===== src/rtl/dmem_arbiter.sv =====
// Round-robin arbiter sharing one single-port DMEM between the CPU port (m0)
// and a secondary master (m1) that may hold a bounded burst lock.
module dmem_arbiter #(
    parameter int DWIDTH    = 32,
    parameter int AWIDTH    = 10,
    parameter int MAX_BURST = 4
) (
    input  logic                clk,
    input  logic                rst,
    input  logic                m0_req,
    input  logic [DWIDTH/8-1:0] m0_wbe,
    input  logic [AWIDTH-1:0]   m0_addr,
    input  logic [DWIDTH-1:0]   m0_wdata,
    output logic                m0_gnt,
    output logic                m0_rvalid,
    output logic [DWIDTH-1:0]   m0_rdata,
    input  logic                m1_req,
    input  logic                m1_lock,
    input  logic [DWIDTH/8-1:0] m1_wbe,
    input  logic [AWIDTH-1:0]   m1_addr,
    input  logic [DWIDTH-1:0]   m1_wdata,
    output logic                m1_gnt,
    output logic                m1_rvalid,
    output logic [DWIDTH-1:0]   m1_rdata,
    output logic                mem_en,
    output logic [DWIDTH/8-1:0] mem_wbe,
    output logic [AWIDTH-1:0]   mem_addr,
    output logic [DWIDTH-1:0]   mem_din,
    input  logic [DWIDTH-1:0]   mem_dout
);

    localparam int CW = $clog2(MAX_BURST + 1);
    localparam logic [CW-1:0] BURST_MAX = CW'(MAX_BURST);

    logic          last_gnt_q, last_gnt_d;     // 1: m1 won the most recent grant
    logic          m1_prev_q, m1_prev_d;
    logic [CW-1:0] burst_cnt_q, burst_cnt_d;
    logic          rd_pending_q, rd_pending_d;
    logic          rd_owner_q, rd_owner_d;
    logic          lock_active;

    always_comb begin
        lock_active = m1_lock && m1_prev_q && (burst_cnt_q < BURST_MAX);
        m0_gnt = 1'b0;
        m1_gnt = 1'b0;
        // Grants are forced off while reset is held, without waiting for a clock.
        if (rst) begin
            if (m0_req && m1_req) begin
                if (lock_active)     m1_gnt = 1'b1;
                else if (last_gnt_q) m0_gnt = 1'b1;
                else                 m1_gnt = 1'b1;
            end else if (m0_req) begin
                m0_gnt = 1'b1;
            end else if (m1_req) begin
                m1_gnt = 1'b1;
            end
        end

        mem_en   = m0_gnt | m1_gnt;
        mem_wbe  = '0;
        mem_addr = '0;
        mem_din  = '0;
        if (m0_gnt) begin
            mem_wbe  = m0_wbe;
            mem_addr = m0_addr;
            mem_din  = m0_wdata;
        end else if (m1_gnt) begin
            mem_wbe  = m1_wbe;
            mem_addr = m1_addr;
            mem_din  = m1_wdata;
        end
    end

    always_comb begin
        last_gnt_d = last_gnt_q;
        if (m0_gnt)      last_gnt_d = 1'b0;
        else if (m1_gnt) last_gnt_d = 1'b1;

        m1_prev_d = m1_gnt;

        burst_cnt_d = '0;
        if (m1_gnt && m1_lock) begin
            burst_cnt_d = (burst_cnt_q == BURST_MAX) ? burst_cnt_q : burst_cnt_q + CW'(1);
        end

        rd_pending_d = mem_en && (mem_wbe == '0);
        rd_owner_d   = m1_gnt;
    end

    always_ff @(posedge clk or negedge rst) begin
        if (!rst) begin
            last_gnt_q   <= 1'b1;
            m1_prev_q    <= 1'b0;
            burst_cnt_q  <= '0;
            rd_pending_q <= 1'b0;
            rd_owner_q   <= 1'b0;
        end else begin
            last_gnt_q   <= last_gnt_d;
            m1_prev_q    <= m1_prev_d;
            burst_cnt_q  <= burst_cnt_d;
            rd_pending_q <= rd_pending_d;
            rd_owner_q   <= rd_owner_d;
        end
    end

    // Read data is steered to the owner and zeroed for the other requester.
    always_comb begin
        m0_rvalid = rd_pending_q && !rd_owner_q;
        m1_rvalid = rd_pending_q &&  rd_owner_q;
        m0_rdata  = m0_rvalid ? mem_dout : '0;
        m1_rdata  = m1_rvalid ? mem_dout : '0;
    end

endmodule


===== config.mk =====
export PLATFORM = sky130hd
export DESIGN_NAME = dmem_arbiter
export DESIGN_NICKNAME = d
export VERILOG_FILES = /design/src/rtl/dmem_arbiter.sv
export SDC_FILE = /design/constraint.sdc
export NUM_CORES = 1
export LEC_CHECK = 0
export BUFFER_PORTS_ARGS = -buffer_cell sky130_fd_sc_hd__buf_4
export CORE_AREA = 2 2 94 96
export CTS_CLUSTER_SIZE = 20
export DETAILED_ROUTE_END_ITERATION = 12
export DIE_AREA = 0 0 96 98
export PLACE_DENSITY = 0.55
export SETUP_SLACK_MARGIN = 0.3
export SLEW_MARGIN = 40
export SYNTH_ARGS = -nofsm -noshare
export SYNTH_HDL_FRONTEND = slang
export SYNTH_SLANG_ARGS = --single-unit

===== constraint.sdc =====
create_clock -name clk -period 3.56 [get_ports clk]
set_input_delay 0.356 -clock clk [delete_from_list [all_inputs] [get_ports clk]]
set_output_delay 0.356 -clock clk [all_outputs]
set_load 0.05 [all_outputs]

; Word level (Yosys, flattened, before mapping)
; Cells that the tools add are included.
[word_totals]
regBits = 6
out_inout_bits = 115
in_bits = 129
elab_cells = 42
[op_classes]
n_reduce_logical = 10
add_sub_neg = 1
magnitude_cmp = 1
n_bitwise = 1
n_eq_ne = 2
n_mux = 23
[ops]
columns = cell, n
row1 = 2-to-1 mux 32 bit, 4
row2 = 2-to-1 mux 10 bit, 2
row3 = 2-to-1 mux 1 bit, 13
row4 = 2-to-1 mux 4 bit, 2
row5 = logical AND 1 bit, 7
row6 = 2-to-1 mux 3 bit, 2
row7 = logical NOT 4 bit, 1
row8 = adder 3 x 1 -> 3 bit (second input constant), 1
row9 = == test 3 bit (second input constant), 1
row10 = < comparator 3 bit (second input constant), 1
row11 = != test 2 bit (second input constant), 1
row12 = nonzero test 2 bit, 1
row13 = logical NOT 1 bit, 1
row14 = bitwise OR 1 bit, 1

; Longest topological paths before layout
[depth]
depth_word = 9
mapped_depth = 5
ltp_nobuf = 5

; Worst setup path after synthesis
; OpenSTA, ideal clock, no wires.
[synth_path]
path_kind = register -> output
start = register rd_owner_q
end = output port m0_rdata[22]
t_arrival_ps = 1771
setup_slack_ps = 1433
path_stages_with_launch = 4
n_path_buf = 1
required_ps = 3204
cell_sequence = dfrtp_1 nor2b_1 clkbuf_1 and2_1
[synth_via]
elab_chain_cells = 3
[synth_lines]
columns = item, line
row1 = from (decl), 39  ; logic rd_owner_q, rd_owner_d;
row2 = from (signal assigned), 102  ; rd_owner_q <= rd_owner_d;
row3 = logical NOT 1 bit, 108  ; m0_rvalid = rd_pending_q && !rd_owner_q;
row4 = logical AND 1 bit, 108
row5 = named net m0_rvalid, 15  ; output logic m0_rvalid,
row6 = 2-to-1 mux 32 bit, 110  ; m0_rdata = m0_rvalid ? mem_dout : '0;
row7 = to (decl), 16  ; output logic [DWIDTH-1:0] m0_rdata,
; The timed path passes the listed nets, and every way through them passes these cells.

; Worst setup path in the final report
[layout_path]
start = input port rst
end = output port mem_din[22]
[layout_via]
elab_chain_cells = 3
word_cells_on_any_way = 4
cone_classes = mux: 4
[layout_lines]
columns = item, line
row1 = from (decl), 9  ; input logic rst,
row2 = 2-to-1 mux 1 bit, 47  ; if (rst) begin
row3 = 2-to-1 mux 32 bit, 67  ; end else if (m1_gnt) begin
row4 = 2-to-1 mux 32 bit (*), 63  ; if (m0_gnt) begin
row5 = to (decl), 28  ; output logic [DWIDTH-1:0] mem_din,
; Mark *: on every way between the ends. The rest lies on a longest branch, timed or not.

==> metrics.md <==
| Metric | Value |
|---|---|
| Status | `finished, final reports clean` |
| EDFF count, synth | `0` |
| CP endpoint kind | `output pin` |
| Total number of vias | `2259` |
| Cell with the most instances after synthesis | `a22o_1` |
| Avg Cell Area, Syn | `7.54 µm²` |
| Core footprint | `8470 µm²` |
| Crit start category | `input pin` |
| Met3 Resource Use GR | `4.01%` |
| Die footprint | `9410 µm²` |
| Post_cts resized | `0` |
| Main flop type after synthesis | `dfrtp_1` |
| Clock Tree Root | `clkbuf_8` |
| Commonest cells in the netlist | `a22o_1 (43), and2_1 (34), and3_1 (32)` |
| Worst slack, placed | `1160 ps` |
| Antenna-violating nets left | `0` |
| Postcts setup bufs | `0` |
| Clock-pin slew on the worst setup and hold paths | `40 ps` |
| Synth top area cells | `a22o_1 (29%), and2_1 (16%), and3_1 (15%), dfrtp_1 (9.5%), buf_6 (7.7%)` |
| Synthesized Nets | `306` |
| Min-Delay Path Depth | `3` |
| First-pass GRT wire length | `11.1 mm` |
| # clock sinks | `6` |
| Met2 usage | `25.3%` |
| CTS tree | `built` |
| Die Wd | `96 µm` |
| Post-synthesis cell count | `175` |
| Power Dens Cells | `235 nW/µm²` |
| CTS Hold Buffers Added | `1` |
| Die span in y | `98 µm` |
| Drt via density | `4.37` |
| MaxCap Viol Count | `0` |
| Initial DRC count | `85` |
| Slew @ Worst Pin | `672 ps` |
| Area delta synth->final | `145%` |
| Clk_lat worst skew | `230 ps` |
| Final Hold Viols | `0` |
| # diodes | `0` |
| Worst min path class | `input pin to flip-flop` |
| Fin crit share | `77.7%` |
| Maximum VDD drop | `93.9 µV` |
| I/O pin cnt | `244` |
| Worst slew margin | `55.2%` |
| Cell taking the most area after synthesis | `a22o_1` |
| Overall routing resource usage | `14.7%` |
| Synth warn | `0` |
| Setup violations, final | `0` |
| DR pass1 iterations | `4` |
| Share of post-route cells with drive strength above 1 | `62.1%` |
| Setup TNS | `0 ps` |
| Final wirelength | `7.52 mm` |
| Met1 Use GR | `18.0%` |
| Number of distinct library cells after synthesis | `25` |
| Req. time, crit path | `3200 ps` |
| DRC viols | `0` |
| Fin. max-slew vios | `0` |
| Fmax | `0.361 GHz` |
| Post-synthesis sequential area ratio | `11.5%` |
| RSZ-0062 raised after global routing | `no` |
| Initial antenna violation count | `0` |
| Gr ovfl total | `0` |
| H-tree Lvls | `1` |
| Min cycle time layout | `2770 ps` |
| Worst Setup Path Type | `input pin to output pin` |
| Top-area cell type share of the netlist area | `28.5%` |
| Async set or reset register ratio after synthesis | `100%` |
| Most used routing layer | `met2` |
| Worst R2R Path Depth | `6` |
| Lkg Pwr | `1.91 nW` |
| Dpl hpwl | `6.32 mm` |
| FF+latch count, synth | `6` |
| Gpl congestion | `0.707` |
| Clock Skew | `5.39 ps` |
| Vias in the first global route | `2149` |
| Worst Slack Setup Final | `793 ps` |
| TritonCTS Buffers | `3` |
| Mapped Area | `1320 µm²` |
| Post-layout net count | `541` |
| Routed WL per cell | `14.5 µm` |
| Port bufs | `243` |
| Num rows | `34` |
| Initial Util | `15.6%` |
| Pin count of the biggest net entering global routing | `46` |
| Critical Path AT | `2410 ps` |
| Clock tree buffer depth | `2` |
| Crit-path max FO | `18` |
==> critical path: stages <==
cell	delay, ps
dlygate4sd3_1	520
buf_4	220
o21a_1	600
buf_4	330
a22o_1	170
buf_4	200
==> through the flow <==
stage | utilization, % | hold slack, ps | cells | power (mW) | instance area, µm²
2_1_floorplan | - | 60.4 | 175 | 0.423 | 1320
3_3_place_gp | 37.5 | 213 | 512 | 0.647 | 3180
3_5_place_dp | 37.5 | 217 | 512 | 0.648 | 3180
4_1_cts | 38.2 | 434 | 517 | 0.766 | 3230
5_1_grt | 38.2 | 448 | 517 | 0.801 | 3230
6_report | 38.2 | 439 | 517 | 0.760 | 3230
==> path summary, 6_finish.rpt <==
kind	slack, ps	endpoint	start
setup / recovery	790	mem_din[22]	rst
hold / removal	440	burst_cnt_q[0]$_DFFE_PN0P_	m1_lock
setup reg to reg	1690	rd_pending_q$_DFF_PN0_	rd_owner_q$_DFF_PN0_
hold reg to reg	550	last_gnt_q$_DFFE_PN1P_	last_gnt_q$_DFFE_PN1P_
max in group asynchronous	2810	last_gnt_q$_DFFE_PN1P_	rst
min in group asynchronous	500	burst_cnt_q[0]$_DFFE_PN0P_	rst
==> report_power, final <==
group | switching, mW | internal, mW | leakage, nW
logic | 0.349 | 0.221 | 1.81
registers | 0.00253 | 0.0740 | 0.0787
clock network | 0.0361 | 0.0776 | 0.0228
total | 0.387 | 0.372 | 1.91
==> routing by layer <==
metal | vias to the layer above | wire, µm
met5 | - | 0
met3 | 11 | 623
met4 | 0 | 106
met2 | 109 | 3890
met1 | 1024 | 2900
li1 | 1115 | -
==> state kept, by name, summed over array words and instances (netlist names) <==
signal        cells
burst_cnt_q       3
last_gnt_q        1
rd_owner_q        1
rd_pending_q      1
==> placed cells by master (no fill, tap or decap) <==
| cell type | Yosys | final |
|---|---|---|
| a21boi_0 | 1 | 1 |
| a21oi_1 | 2 | 2 |
| a22o_1 | 43 | 43 |
| and2_1 | 34 | 34 |
| and3_1 | 32 | 32 |
| and4_1 | 1 | 1 |
| and4b_1 | 1 | 1 |
| buf_4 | 1 | 249 |
| clkbuf_1 | 10 | 1 |
| clkbuf_8 | 0 | 3 |
| dfrtp_1 | 5 | 5 |
| dfstp_2 | 1 | 1 |
| dlygate4sd3_1 | 0 | 1 |
| ha_1 | 2 | 2 |
| inv_1 | 4 | 4 |
| nand2_1 | 10 | 10 |
| nand2b_1 | 1 | 1 |
| nand3_1 | 2 | 2 |
| nand4b_1 | 1 | 1 |
| nor2_1 | 5 | 5 |
| nor2b_1 | 1 | 1 |
| nor3_1 | 1 | 1 |
| nor4b_2 | 1 | 1 |
| o21a_1 | 2 | 2 |
| o22ai_1 | 4 | 4 |
| xnor2_1 | 1 | 1 |
==> area by class of cell <==
type,instances,area (µm²)
Sequential cell,6,151
Inverter,4,15.0
Fill cell,906,5230
Tap cell,108,135
Clock buffer,4,45.0
Timing Repair Buffer,250,1880
Multi-Input combinational cell,145,1010
==> logic make-up (layout without fill, tap and decap cells) <==
logic type	after synthesis	in the layout	share of synthesized area, %
AND/OR/NAND/NOR	90	90	40.9
flip-flops	6	6	11.5
adder cells (fa/ha/maj)	2	2	1.90
buffers and inverters	24	258	12.2
AO/OA/AOI/OAI	52	52	32.9
XOR/XNOR	1	1	0.664
(Power assumes the default switching activity.)
